--- src/rtl/spi_pkg.sv ---
// Shared SPI peripheral definitions: byte/bit-counter widths
// and the link-level FSM state encoding.
package spi_pkg;

   localparam int SPI_BYTE_W   = 8;
   localparam int SPI_BITCNT_W = 3;

   typedef enum logic {
      SPI_ST_IDLE   = 1'b0,
      SPI_ST_ACTIVE = 1'b1
   } spi_state_e;

endpackage

--- src/rtl/spi_peripheral_sync.sv ---
// Multi-flop input synchronizer with a selectable reset level.
// Ports: clk_system_i, reset_n_i (async low), d (async in), q (synced out).
module spi_peripheral_sync #(
   parameter int   STAGES  = 2,
   parameter logic RST_VAL = 1'b0
) (
   input  logic clk_system_i,
   input  logic reset_n_i,
   input  logic d,
   output logic q
);

   logic [STAGES-1:0] ff_q;

   always_ff @(posedge clk_system_i or negedge reset_n_i) begin
      if (!reset_n_i) ff_q <= {STAGES{RST_VAL}};
      else            ff_q <= {ff_q[STAGES-2:0], d};
   end

   assign q = ff_q[STAGES-1];

endmodule

--- src/rtl/spi_peripheral.sv ---
// SPI mode-0 target, oversampled in clk_system_i, with byte RX strobe and a
// 1-deep TX holding register (valid/ready). Bit order MSB first unless
// SPI_PERIPH_LSB_FIRST_EN is defined.
// Ports: clk_system_i, reset_n_i | sck_i, cs_n_i, pico_i, poci_o, poci_oe_o |
//        rx_data_o, rx_valid_o | tx_data_i, tx_valid_i, tx_ready_o |
//        underrun_o, busy_o
module spi_peripheral
   import spi_pkg::*;
#(
   parameter int                    SYNC_STAGES = 2,
   parameter logic [SPI_BYTE_W-1:0] DEFAULT_TX  = 8'hFF
) (
   input  logic                  clk_system_i,
   input  logic                  reset_n_i,
   input  logic                  sck_i,
   input  logic                  cs_n_i,
   input  logic                  pico_i,
   output logic                  poci_o,
   output logic                  poci_oe_o,
   output logic [SPI_BYTE_W-1:0] rx_data_o,
   output logic                  rx_valid_o,
   input  logic [SPI_BYTE_W-1:0] tx_data_i,
   input  logic                  tx_valid_i,
   output logic                  tx_ready_o,
   output logic                  underrun_o,
   output logic                  busy_o
);

   logic sck_s, cs_n_s, pico_s;
   logic sck_d, cs_n_d;
   logic sck_rise, sck_fall, cs_fall, cs_rise;

   spi_state_e state_q, state_d;

   logic [SPI_BYTE_W-1:0]   tx_sr_q, rx_sr_q, hold_q;
   logic                    hold_full_q, byte_done_q;
   logic [SPI_BITCNT_W-1:0] bit_cnt_q;

   logic [SPI_BYTE_W-1:0] rx_next, tx_shift, reload_byte;
   logic                  start, act, reload, tx_take;

   spi_peripheral_sync #(.STAGES(SYNC_STAGES), .RST_VAL(1'b0)) u_sync_sck (
      .clk_system_i(clk_system_i), .reset_n_i(reset_n_i),
      .d(sck_i), .q(sck_s));

   spi_peripheral_sync #(.STAGES(SYNC_STAGES), .RST_VAL(1'b1)) u_sync_cs (
      .clk_system_i(clk_system_i), .reset_n_i(reset_n_i),
      .d(cs_n_i), .q(cs_n_s));

   spi_peripheral_sync #(.STAGES(SYNC_STAGES), .RST_VAL(1'b0)) u_sync_pico (
      .clk_system_i(clk_system_i), .reset_n_i(reset_n_i),
      .d(pico_i), .q(pico_s));

   function automatic logic lead_bit(input logic [SPI_BYTE_W-1:0] b);
`ifdef SPI_PERIPH_LSB_FIRST_EN
      return b[0];
`else
      return b[SPI_BYTE_W-1];
`endif
   endfunction

   assign sck_rise = sck_s & ~sck_d;
   assign sck_fall = ~sck_s & sck_d;
   assign cs_fall  = ~cs_n_s & cs_n_d;
   assign cs_rise  = cs_n_s & ~cs_n_d;

   always_ff @(posedge clk_system_i or negedge reset_n_i) begin
      if (!reset_n_i) state_q <= SPI_ST_IDLE;
      else            state_q <= state_d;
   end

   always_comb begin
      state_d = state_q;
      unique case (state_q)
         SPI_ST_IDLE:   if (cs_fall) state_d = SPI_ST_ACTIVE;
         SPI_ST_ACTIVE: if (cs_rise) state_d = SPI_ST_IDLE;
      endcase
   end

   assign poci_oe_o  = (state_q == SPI_ST_ACTIVE);
   assign busy_o     = (state_q == SPI_ST_ACTIVE);
   assign tx_ready_o = ~hold_full_q;

   // A deselect swallows any sck edge seen in the same synced cycle.
   always_comb begin
      start       = (state_q == SPI_ST_IDLE) & cs_fall;
      act         = (state_q == SPI_ST_ACTIVE) & ~cs_rise;
      reload      = start | (act & sck_fall & byte_done_q);
      reload_byte = hold_full_q ? hold_q : DEFAULT_TX;
      tx_take     = tx_valid_i & ~hold_full_q;
`ifdef SPI_PERIPH_LSB_FIRST_EN
      rx_next  = {pico_s, rx_sr_q[SPI_BYTE_W-1:1]};
      tx_shift = {1'b0, tx_sr_q[SPI_BYTE_W-1:1]};
`else
      rx_next  = {rx_sr_q[SPI_BYTE_W-2:0], pico_s};
      tx_shift = {tx_sr_q[SPI_BYTE_W-2:0], 1'b0};
`endif
   end

   always_ff @(posedge clk_system_i or negedge reset_n_i) begin
      if (!reset_n_i) begin
         sck_d       <= 1'b0;
         cs_n_d      <= 1'b1;
         tx_sr_q     <= '0;
         rx_sr_q     <= '0;
         hold_q      <= '0;
         hold_full_q <= 1'b0;
         byte_done_q <= 1'b0;
         bit_cnt_q   <= '0;
         poci_o      <= 1'b0;
         rx_data_o   <= '0;
         rx_valid_o  <= 1'b0;
         underrun_o  <= 1'b0;
      end else begin
         sck_d      <= sck_s;
         cs_n_d     <= cs_n_s;
         rx_valid_o <= 1'b0;
         underrun_o <= 1'b0;

         // Reload only clears a full holding reg; a take only fills an
         // empty one, so a same-cycle take lands after an underrun reload.
         if (tx_take) hold_q <= tx_data_i;
         hold_full_q <= tx_take | (hold_full_q & ~reload);

         if (reload) begin
            tx_sr_q    <= reload_byte;
            poci_o     <= lead_bit(reload_byte);
            underrun_o <= ~hold_full_q;
         end else if (act & sck_fall) begin
            tx_sr_q <= tx_shift;
            poci_o  <= lead_bit(tx_shift);
         end else if ((state_q == SPI_ST_ACTIVE) & cs_rise) begin
            poci_o <= 1'b0;
         end

         if (start) begin
            bit_cnt_q   <= '0;
            byte_done_q <= 1'b0;
         end else if (act & sck_rise) begin
            rx_sr_q   <= rx_next;
            bit_cnt_q <= bit_cnt_q + 1'b1;
            if (&bit_cnt_q) begin
               rx_data_o   <= rx_next;
               rx_valid_o  <= 1'b1;
               byte_done_q <= 1'b1;
            end
         end else if (act & sck_fall) begin
            byte_done_q <= 1'b0;
         end
      end
   end

endmodule

--- config.mk ---
export PLATFORM = sky130hd
export DESIGN_NAME = spi_peripheral
export DESIGN_NICKNAME = d
export VERILOG_FILES = /design/src/rtl/spi_pkg.sv /design/src/rtl/spi_peripheral_sync.sv /design/src/rtl/spi_peripheral.sv
export SDC_FILE = /design/constraint.sdc
export NUM_CORES = 1
export LEC_CHECK = 0
export ABC_AREA = 1
export CORE_UTILIZATION = 30
export DETAILED_ROUTE_END_ITERATION = 8
export PLACE_DENSITY = 0.49
export RECOVER_POWER = 100
export SLEW_MARGIN = 20
export SYNTH_ARGS = -nofsm -noshare
export SYNTH_HDL_FRONTEND = slang
export SYNTH_SLANG_ARGS = --single-unit
--- constraint.sdc ---
create_clock -name clk_system_i -period 1.25 [get_ports clk_system_i]
set_input_delay 0.375 -clock clk_system_i [delete_from_list [all_inputs] [get_ports clk_system_i]]
set_output_delay 0.375 -clock clk_system_i [all_outputs]
set_load 0.01 [all_outputs]
==> results.md, run 1 <==
* Status: complete, but fails checks
* Failing checks: setup timing
* Vias per inst at 4.367
* CTS tree: done
* Syn_nets at ~220
* Placed cell area at 0.002446 mm^2
* Cell Area, Synth at between 0.002 and 0.0025 mm^2
* H-tree levels at 2
* Final cell count without fillers at 341
* Max Transition Viols Final at 0
* Sink Count at 47
* Final Wtd Congestion at roughly 0.71
* Total die area at 0.007012 mm^2
* Clock Latency Late Sink at 0.30 ns
* Synth area leader: dfrtp_1
* First-pass GRT wire length at just under 7000 um
* Fin Hold WS at about 0.17 ns
* Critical path class: reg2reg
* Initial DRT Pass Iterations at 4
* Routed via count at roughly 1500
* Initial core utilization at a little under a third
* CTS Buf Count at 5
* Top post-synthesis cells by count: 60 x nand2_1, 44 x dfrtp_1, 20 x inv_1
* Worst slew margin at between 50% and 60%
* Die span in y at approximately 84 um
* Synth async-reset ratio at 100.0%
* Vias in the first global route at ~1500
* Top Layer Used: met4
* Mapped Cells at ~210
* Crit path time final at about 1.3 ns
* Share of layout cells above drive strength 1 at between 40% and 50%
* Pwr/cell area at 1647 mW/mm^2
* Crit end category: register
* Initial antenna violation count at 0
* Placed insts at roughly 320
* Final WS setup at -0.02661 ns
* Flop and latch count out of synthesis at 47
* Ys flop type: dfrtp_1
* Finished Cell Area at approximately 0.0029 mm^2
* Critical path launch point type: register
* Most frequent cell after synthesis: nand2_1
* WL met1 at 1883 um
* IO Count at 28
* Crit Path Max Fanout at 6
* Worst Path Required at ~1.5 ns
* EDFF count, synth at 0
* Max Clock Freq at ~800 MHz
* CTS clock-pin slew for the worst setup and hold paths at roughly 0.090 ns
* Clock skew at between 0.007 and 0.008 ns
* Gr usage total at between 10 and 15%
* Final wirelength at 4010 um
* Post-layout net count at ~280
* Yosys top cell area share at 54.93%
* Fin crit share at 102.1%
* Hold Path Class: in2async
* Wire per inst at ~12 um
* CTS Buffer Depth at 2
* Die X at around 84 um
* Row count at 29
* Met3 WL at ~130 um
* Final setup violation count at 16
* Number of I/O port buffers at 27
* Metal2 WL at between 1500 and 2000 um
* Max-cap viol count at 0
* Unrepaired setup endpoints after global routing: true
* Antenna fix cells at 0
* Sequential area share after synthesis at between 50% and 60%
* DR DRC count at 0
* Antenna-violating nets left at 0
* Syn_area_per_cell at between 9 and 10 um^2
* LEAKAGE at around 1.4 nW
* CP arrival at approximately 1.5 ns
* Setup TNS at -0.2533 ns
* Dpl hpwl at about 2500 um
* Clk root buf: clkbuf_8
* Cell variety after synth at 27
* Largest net degree at the start of global routing at 26
* DRT iter0 DRCs at 46
* Slew of the pin with the lowest slew margin at between 0.6 and 0.7 ns
* Synthesis warning total at 0
* Synth area leaders: dfrtp_1 55%, nand2_1 11%, dfstp_2 3.9%, inv_1 3.7%, o21ai_2 3.5%
* Area grow syn2layout at 42.57%
* Maximum vdd drop at slightly above 900 uV
* Floorplan core area at between 0.006 and 0.007 mm^2
* GRT overflow at 0
* Final hold violation count at 0
cells by family (layout without fill, tap and decap cells):
logic type | after synthesis | in the layout | synth area share [%]
DFF | 47 | 47 | 58.86
adders and majority gates | 2 | 2 | 1.248
muxes | 3 | 3 | 1.685
and+or+nand+nor | 100 | 102 | 22.41
buffers and inverters | 34 | 88 | 8.739
AOI/OAI and AO/OA | 22 | 22 | 7.054
final timing paths:
path / startpoint / to / slack [ns] / cells after the start
worst max-delay path: cs_n_d$_DFF_PN1_ / tx_sr_q[6]$_DFFE_PN0P_ / -0.03 / 8
worst min-delay path: reset_n_i / u_sync_pico.ff_q[0]$_DFF_PN0_ / 0.17 / 2
worst max register to register: cs_n_d$_DFF_PN1_ / tx_sr_q[6]$_DFFE_PN0P_ / -0.03 / 8
worst min register to register: u_sync_pico.ff_q[0]$_DFF_PN0_ / u_sync_pico.ff_q[1]$_DFF_PN0_ / 0.35 / 0
max in group asynchronous: reset_n_i / tx_sr_q[0]$_DFFE_PN0P_ / 0.63 / 2
min in group clk_system_i: u_sync_pico.ff_q[0]$_DFF_PN0_ / u_sync_pico.ff_q[1]$_DFF_PN0_ / 0.35 / 0
metrics by stage:
step / total power, mW / setup slack, ns / util (%)
after CTS: 4.603 / -0.03407 / 41.95
after detailed placement: 3.179 / -0.1255 / 38.30
final: 4.706 / -0.02661 / 44.75
after global routing: 5.036 / -0.08835 / 44.75
after global placement: 3.153 / -0.1123 / 38.30
after floorplan: 2.794 / 0.01566 / -
routing by layer:
layer	vias to the layer above	global-route usage, %
met3	7	3.363
met1	702	16.51
met4	0	6.009
li1	760	-
met2	20	18.55
met5	-	0
report_power, final:
part | total (mW) | leakage (nW) | switching (mW) | internal (mW)
clock | 1.31 | 0.0654 | 0.509 | 0.799
combinational | 1.29 | 0.748 | 0.673 | 0.622
sequential | 2.10 | 0.594 | 0.221 | 1.88
total | 4.71 | 1.41 | 1.40 | 3.30
flip-flops by register name, indices dropped and copies added (netlist names):
register / count
bit_cnt_q: 3
busy_o: 1
byte_done_q: 1
cs_n_d: 1
hold_full_q: 1
hold_q: 8
poci_o: 1
rx_data_o: 8
rx_sr_q: 7
rx_valid_o: 1
sck_d: 1
tx_sr_q: 7
u_sync_cs.ff_q: 2
u_sync_pico.ff_q: 2
u_sync_sck.ff_q: 2
underrun_o: 1
final cells by class:
type	count	area [um^2]
tap	77	96.34
multi-input combinational	129	870.8
inverter	26	115.1
timing repair buffer	54	462.9
clock inverter	2	60.06
fill	638	3528
sequential	47	1180
clock buffer	6	72.57
cell usage in the layout (no fill, tap or decap), types with 5 or more instances in the layout:
cell type	synthesis	final
dfrtp_1	44	44
nand2_1	60	40
nand2_2	7	18
inv_1	20	18
buf_4	4	17
o21ai_2	8	11
buf_2	0	11
nor2_1	13	10
clkdlybuf4s50_1	0	9
buf_6	4	9
nand2_4	0	8
nand3_2	1	6
a21oi_1	5	5
nand3_1	12	5
o21ai_1	8	5
clkbuf_8	0	5
worst max-delay path: stages, from the launching register on:
cell,delay (ns)
dfstp_2,0.55
inv_4,0.05
nor2_4,0.09
nand2_4,0.11
buf_6,0.16
nand3_4,0.05
nand2_2,0.05
nand2_2,0.06
nand2_2,0.04
what timing repair did:
| action | CTS | global route |
|---|---|---|
| endpoints found under the setup margin | 43 | 33 |
| hold buffers | 0 | 0 |
| pin swaps | 6 | 16 |
| setup buffers | 7 | 0 |
| resized for setup | 78 | 45 |
| cloned | 2 | 1 |
Note: power is estimated with default switching activity, not from simulation.
==> inputs of run 2 (changes only) <==
--- a/config.mk
+++ b/config.mk
@@ -6,6 +6,7 @@
 export NUM_CORES = 1
 export LEC_CHECK = 0
 export ABC_AREA = 1
+export CAP_MARGIN = 10
 export CORE_UTILIZATION = 30
 export DETAILED_ROUTE_END_ITERATION = 8
 export PLACE_DENSITY = 0.49
@@ -14,3 +15,4 @@
 export SYNTH_ARGS = -nofsm -noshare
 export SYNTH_HDL_FRONTEND = slang
 export SYNTH_SLANG_ARGS = --single-unit
+export TNS_END_PERCENT = 10
==> run 2 against run 1 <==
The run still ends with setup timing left. Power down 3.9%. Combinational power down 11%. First-iteration DRC count down 6.5%. Critical path depth unchanged. Maximum frequency about the same. Clock skew about the same. Critical endpoint is now bit_cnt_q[1]$_DFFE_PN0P_. Largest power group unchanged.
==> results.md, run 2 (synthesis gave the netlist of run 1 again) <==
* Worst r2r path cells at 8 (unchanged)
* Crit path launch: cs_n_d$_DFF_PN1_
* DR DRC count at 0 (unchanged)
* Critical-path cell list: inv_2 -> nand2_2 -> nand2_2 -> inv_4 -> nand2_4 -> buf_4 -> nand3_1 -> nand2_1
* Area grow syn2layout at 32.40%
* Row count at 29 (unchanged)
* Top Layer Used: met4
* CTS clock-pin slew for the worst setup and hold paths at 0.09 ns (about the same)
* Max-cap viol count at 0 (unchanged)
* Total die area at 0.007012 mm^2 (unchanged)
* CTS Buffer Depth at 2 (unchanged)
* Stages on worst setup path at 8 (unchanged)
* Antenna-violating nets left at 0 (unchanged)
* Placed insts at 323 (unchanged)
* Gr usage total at 12.18% (-0.19 points)
* Wire per inst at 11.02 um (-6.3%)
* Critical path launch point type: register
* DRT iter0 DRCs at 43 (-6.5%)
* Post-layout net count at 275 (-1.4%)
* Sink Count at 47 (unchanged)
* Slew of the pin with the lowest slew margin at 0.6218 ns (+0.001019 ns)
* Post-CTS Hold Buffers at 0 (unchanged)
* Vias per inst at 4.255 (-2.6%)
* Die span in y at 83.74 um (unchanged)
* Top Registers: hold_q (8), rx_data_o (8)
* WL met1 at 1827 um (-3.0%)
* Die X at 83.74 um (unchanged)
* CP arrival at 1.47 ns (about the same)
* R2R setup slack at -0.03 ns (about the same)
* Max Clock Freq at 783.4 MHz (about the same)
* Initial DRT Pass Iterations at 4 (unchanged)
* GRT overflow at 0 (unchanged)
* Hold Path Class: in2async
* Final wirelength at 3715 um (-7.4%)
* Initial antenna violation count at 0 (unchanged)
* Worst stage delay on the critical path at 0.53 ns (-0.02 ns)
* Fin crit share at 102.1% (about the same)
* Met3 WL at 138 um (+4.5%)
* Metal2 WL at 1669 um (-12%)
* Finished Cell Area at 0.002654 mm^2 (-7.1%)
* Worst slew margin at 58.55% (-0.068 points)
* Critical path class: reg2reg
* CP bufs+invs at 3 (+1)
* CTS tree: done
* Clock skew at 0.007136 ns (-0.0003333 ns)
* Crit end category: register
* Final Wtd Congestion at 0.7110 (unchanged)
* Status: complete, but fails checks
* Largest net degree at the start of global routing at 26 (unchanged)
* First-pass GRT wire length at 6686 um (-1.8%)
* Dpl hpwl at 2482 um (unchanged)
* Cell repeated most along the worst path: nand2_2
* Maximum vdd drop at 932.1 uV (-0.20%)
* LEAKAGE at 1.339 nW (-4.8%)
* Commonest non-fill, non-tap cell in the layout: nand2_1
* Clock Latency Late Sink at 0.30 ns (about the same)
* Fillers at 659 (+3.3%)
* Final WS setup at -0.02650 ns (+0.0001117 ns)
* H-tree levels at 2 (unchanged)
* Top delay family on crit path: flip-flops
* Initial core utilization at 31.39% (unchanged)
* Multi-input gate area at 724.4 um^2 (-17%)
* FF-to-FF End: bit_cnt_q[1]$_DFFE_PN0P_
* Share of layout cells above drive strength 1 at 33.08% (-11 points)
* Most frequent cells in the layout: 58 x nand2_1, 44 x dfrtp_1, 19 x inv_1
* Clk root buf: clkbuf_8
* Pwr/cell area at 1704 mW/mm^2 (+3.5%)
* Final hold violation count at 0 (unchanged)
* IO Count at 28 (unchanged)
* Fin Hold WS at 0.1791 ns (+0.008037 ns)
* Crit Path Max Fanout at 4 (-2)
* Number of I/O port buffers at 27 (unchanged)
* Max Transition Viols Final at 0 (unchanged)
* Final setup violation count at 13 (-3)
* Floorplan core area at 0.006386 mm^2 (unchanged)
* Slowest stage cell, crit path: dfstp_2
* CTS Buf Count at 5 (unchanged)
* Reg2reg start: cs_n_d$_DFF_PN1_
* Unrepaired setup endpoints after global routing: true
* Crit path to: bit_cnt_q[1]$_DFFE_PN0P_
* Failing checks: setup timing
* Vias in the first global route at 1407 (-3.2%)
* Reg area at 0.001180 mm^2 (unchanged)
* Final cell count without fillers at 337 (-1.2%)
* Worst Path Required at 1.45 ns (about the same)
* Placed cell area at 0.002446 mm^2 (unchanged)
* Antenna fix cells at 0 (unchanged)
* Crit path time final at 1.276 ns (-0.0001117 ns)
* Routed via count at 1434 (-3.7%)
run 2: routing by layer:
layer | GRT usage, % | up-vias
li1 | - | 748
met3 | 3.363 | 7
met4 | 6.009 | 0
met5 | 0 | -
met1 | 16.32 | 656
met2 | 18.11 | 23
run 2: per-stage QoR:
stage | setup slack (ns) | TNS [ns] | power, mW | util [%]
after floorplan | 0.01566 | 0 | 2.794 | -
final | -0.02650 | -0.2383 | 4.522 | 41.56
after global routing | -0.1062 | -2.148 | 4.881 | 41.56
after CTS | -0.05133 | -0.4543 | 4.597 | 41.44
after global placement | -0.1123 | -2.404 | 3.153 | 38.30
after detailed placement | -0.1255 | -2.537 | 3.179 | 38.30
run 2: layout make-up:
type | instances | share of cell area, %
inverters | 26 | 3.960
flip-flops and latches | 47 | 44.46
multi-input cells | 128 | 27.30
clock buffers | 6 | 2.735
well taps | 77 | 3.630
repair buffers | 51 | 15.65
clock inverters | 2 | 2.263
run 2: power breakdown:
group | switching, mW | internal [mW]
combinational | 0.600 | 0.549
clock | 0.504 | 0.799
sequential | 0.188 | 1.88
total | 1.29 | 3.23
run 2: worst min path at each step:
| stage | slack [ns] | endpoint | start | depth (start not counted) |
|---|---|---|---|---|
| after global placement | 0.33 | u_sync_pico.ff_q[1]$_DFF_PN0_ | u_sync_pico.ff_q[0]$_DFF_PN0_ | 0 |
| after CTS | 0.05 | u_sync_pico.ff_q[0]$_DFF_PN0_ | reset_n_i | 2 |
| final | 0.18 | u_sync_pico.ff_q[1]$_DFF_PN0_ | reset_n_i | 2 |
| after floorplan | 0.08 | bit_cnt_q[0]$_DFFE_PN0P_ | reset_n_i | 0 |
| after detailed placement | 0.33 | u_sync_pico.ff_q[1]$_DFF_PN0_ | u_sync_pico.ff_q[0]$_DFF_PN0_ | 0 |
| after global routing | 0.23 | u_sync_pico.ff_q[1]$_DFF_PN0_ | reset_n_i | 2 |
run 2: timing repair:
action	CTS	global route
endpoints found under the hold margin	0	0
resized for setup	75	6
setup buffers	5	0
cloned	1	0
pin swaps	4	4
setup endpoints to repair	43	35
==> patch 1: new RTL, settings of run 2 <==
Build with the macro `SPI_PERIPH_LSB_FIRST_EN` defined.
--- a/src/rtl/spi_peripheral.sv
+++ b/src/rtl/spi_peripheral.sv
@@ -6,2 +6,4 @@
 //        underrun_o, busy_o
+`define SPI_PERIPH_LSB_FIRST_EN
+
 module spi_peripheral
Formal check against the unedited RTL: not equivalent (Yosys sat finds a counterexample within 4 cycles, from zero or initial values and one cycle with reset_n_i low).
==> patch 1 against run 2 <==
The flow still finishes with violations (setup timing). Power is 5.4% lower. Sequential cell count stayed put. Wire length is 3.0% higher. Worst setup slack worse by 40 ps. Final area is 2.3% higher. Area after synthesis is 1.4% lower. Combinational power is 8% higher. Die area is 1.4% lower. Via count is 1.7% higher. Register-to-register slack worse by 20 ps.
==> patch 1: results (changes against run 2) <==
| Group | Quantity | Value | vs run 2 |
|:---|:---|:---|:---|
| cells and area | Final nets | 272 | -1.1% |
| route | DRC marker count from the first detailed-route iteration | 110 | +160% |
| route | Vias per inst | 4.37 | +2.7% |
| run status | Status | finished, violations left |  |
| route | Routed wl met3 | 112 microns | -19% |
| place | Post-place instance area | 0.00245 sq mm | +0.31% |
| worst setup path | Launching instance or port of the critical path | busy_o |  |
| global routing | Largest net degree at the start of global routing | 23 | -12% |
| route | Metal-1 WL | 1920 microns | +5.0% |
| cells and area | FILL cells | 629 | -4.6% |
| power | Leakage power | 1.35 nW | +0.95% |
| run status | Violated checks | setup timing |  |
| worst setup path | Worst reg2reg setup slack | -50 ps | -20 ps |
| route | Final wirelength | 3830 microns | +3.0% |
| sta | Minimum setup slack in the final design | -66.2 ps | -39.7 ps |
| cells and area | Layout cell share with drive strength beyond 1 | 0.385 | +0.0544 |
| place | Hpwl dp | 2450 microns | -1.1% |
| global routing | Routing usage on met2 | 0.180 | -0.000751 |
| sta | Worst clock skew | 9.52 ps | +2.38 ps |
| synthesis | Cell types with the largest area share after synthesis | dfrtp_1 56%, nand2_1 11%, dfstp_2 4.0% |  |
| power | Worst-case vdd ir drop | 809 uV | -13% |
| global routing | Number of global-route vias before repair | 1414 | +0.50% |
| worst setup path | Crit Path Max Fanout | 2 | -2 |
| cells and area | Count of non-filler cells in the finished layout | 334 | -0.89% |
| global routing | Global-route wire length before repair | 6640 microns | -0.73% |
| sta | Total of endpoints with negative setup slack in the final report | 14 | +1 |
| synthesis | Most instantiated cells after synthesis | 58 x nand2_1, 44 x dfrtp_1, 20 x inv_1 |  |
| place | Routability congestion estimate | 0.734 | +3.3% |
| synthesis | Count of cell types in the netlist | 26 | -3.7% |
patch 1: how the worst max path moves through the flow:
stage	to	slack, ps	cells past startpoint
finish	busy_o	-70	2
global route	bit_cnt_q[0]	-130	8
CTS	busy_o	-80	2
detailed placement	hold_q[2]	-150	5
global placement	hold_q[7]	-130	3
floorplan	rx_data_o[1]	4	8
patch 1: repair_timing:
action,in CTS,in global routing
gates resized for setup,73,27
buffers inserted,5,0
pin swaps,1,7
hold buffers,1,0
endpoints found under the hold margin,8,0
cloned,2,1
endpoints found under the setup margin,28,33
patch 1: kinds of logic (layout without fill, tap and decap cells):
logic type	count (synthesis)	in the layout	share of synthesized area
simple gates	96	96	0.210
mux	4	4	0.0247
compound gates	22	22	0.0735
flops	47	47	0.597
buf+inv	33	86	0.0817
fa+ha+maj	2	2	0.0127
patch 1: worst max-delay path, cell delays in order, from the launching register on:
cell and delay, ps:
dfrtp_1 410, buf_6 130, buf_6 110
patch 1: cell type report:
type	instances	area (sq um)	share of cell area
Clock inverter	1	8.76	0.00323
Sequential cell	47	1180	0.435
Inverter	26	110	0.0406
Tap cell	77	96.3	0.0355
Timing Repair Buffer	52	482	0.177
Clock buffer	7	86.3	0.0318
Multi-Input combinational cell	124	752	0.277
patch 1: where the power goes:
part / internal [mW] / total (mW) / switching, mW
registers: 1.88 / 2.08 / 0.196
clock network: 0.454 / 0.960 / 0.506
logic: 0.606 / 1.24 / 0.636
patch 1: per-stage QoR:
stage                     worst slack [ps]  setup TNS, ps  utilization  power, mW  hold slack, ps
after global placement                -133          -1690        0.386       3.19             270
final                                -66.2           -332        0.428       4.28             357
after global routing                  -125          -2290        0.428       4.61             365
after floorplan                       3.81              0            -       2.81            79.4
after CTS                            -84.4           -424        0.408       4.26             357
after detailed placement              -148          -1880        0.386       3.21             274
==> patch 2: new RTL, settings of run 2 <==
Without the edit above. Reset style: synchronous (`reset_n_i`), changed in 3 clocked blocks. Comments in the files are not updated.
--- a/src/rtl/spi_peripheral_sync.sv
+++ b/src/rtl/spi_peripheral_sync.sv
@@ -14,3 +14,3 @@
 
-   always_ff @(posedge clk_system_i or negedge reset_n_i) begin
+   always_ff @(posedge clk_system_i) begin
       if (!reset_n_i) ff_q <= {STAGES{RST_VAL}};
--- a/src/rtl/spi_peripheral.sv
+++ b/src/rtl/spi_peripheral.sv
@@ -66,3 +66,3 @@
 
-   always_ff @(posedge clk_system_i or negedge reset_n_i) begin
+   always_ff @(posedge clk_system_i) begin
       if (!reset_n_i) state_q <= SPI_ST_IDLE;
@@ -99,3 +99,3 @@
 
-   always_ff @(posedge clk_system_i or negedge reset_n_i) begin
+   always_ff @(posedge clk_system_i) begin
       if (!reset_n_i) begin
Behaviour: differs if reset_n_i is asserted again (counterexample within 4 cycles, from zero or initial values and one cycle with reset_n_i low); with reset_n_i held inactive, the same outputs for 10 cycles.
==> patch 2 against run 2 <==
The flow still finishes with violations (setup timing). Sequential cell count unchanged. Area after synthesis decreased by 8.7%. Critical endpoint is now poci_oe_o. Worst hold slack improved by 240 ps. Worst setup slack improved by 6.6 ps. Wire length increased by 4.2%. Final area decreased by 8.6%. Core utilization decreased by 0.36 points.
Power is not compared: it rests on default switching activity, and its combinational part moved more than twofold at a synthesized area within 25%.
==> patch 2: results (changes against run 2) <==
| Group | Quantity | Value | vs run 2 |
|:---|:---|:---|:---|
| cells and area | Total of clock buffers placed in the layout | 5 | -1 |
| worst setup path | Crit Path Max Fanout | 3 | -1 |
| global routing | GRT Overall Usage | 0.129 | +0.00721 |
| sta | Worst slew margin relative to its limit | 0.859 | +0.273 |
| worst setup path | Longest individual stage delay on the worst path | 350 ps | -180 ps |
| worst setup path | Signal arrival time at the worst endpoint | 890 ps | -580 ps |
| cells and area | Fraction of standard cell area that is sequential | 0.391 | -0.0540 |
| synthesis | Count of cell types in the netlist | 21 | -22% |
| cells and area | Layout cell share with drive strength beyond 1 | 0.199 | -0.132 |
| worst setup path | Number of cells on the worst reg-to-reg path | 7 | -1 |
| route | Metal-1 WL | 1880 microns | +3.1% |
| sta | Minimum setup slack in the final design | -19.9 ps | +6.63 ps |
| run status | Violated checks | setup timing |  |
| cells and area | Clock buffers and inverters, area share | 0.0387 | -0.0113 |
| route | DRC marker count from the first detailed-route iteration | 86 | +100% |
| sta | Final hold slack | 421 ps | +242 ps |
| cells and area | FILL cells | 638 | -3.2% |
| worst hold path | Hold WC Path Type | reg2reg |  |
| sta | Total of endpoints with negative setup slack in the final report | 2 | -11 |
| route | Final wirelength | 3870 microns | +4.2% |
| synthesis | Post-Syn Nets | 260 | +16% |
| synthesis | Most instantiated cells after synthesis | 48 x nand2_1, 47 x dfxtp_1, 44 x nor2_1 |  |
| cells and area | Count of sequential standard cells | 47 | unchanged |
| global routing | Number of global-route vias before repair | 1452 | +3.2% |
| synthesis | Post-synth ARST share | 0 | -1.00 |
| worst setup path | Slowest-stage cell, CP | dfxtp_2 |  |
| worst setup path | CP endpoint | poci_oe_o |  |
| place | Dpl cells | 357 | +11% |
| synthesis | Post-synthesis area per instance | 7.50 sq um | -22% |
| run status | Status | finished, violations left |  |
==> patch 2: cell count changes after synthesis, sizes merged, moves of 3 or more <==
| cell | run 2 | this run |
|---|---|---|
| dfxtp | 0 | 47 |
| dfrtp | 44 | 0 |
| nor2 | 15 | 45 |
| nand2 | 67 | 48 |
| a21oi | 5 | 19 |
| o21ai | 16 | 25 |
| clkbuf | 0 | 5 |
| dfstp | 3 | 0 |
| mux2 | 3 | 0 |
| nand3b | 1 | 4 |
==> patch 2: worst register-to-register path, cell delays in order (launching register included) <==
cell	delay, ps
dfxtp_2	360
buf_6	100
nand4_1	170
nor2_4	220
buf_12	140
nand2_1	50
nand2_1	50
nor2_1	40
==> patch 2: logic make-up (layout without fill, tap and decap cells) <==
kind of cell,count (synthesis),after routing,synth area share
adder cells (fa/ha/maj),2,2,0.0137
buffers and inverters,37,85,0.0848
AO/OA/AOI/OAI,45,45,0.124
AND/OR/NAND/NOR,113,113,0.263
flip-flops,47,47,0.514
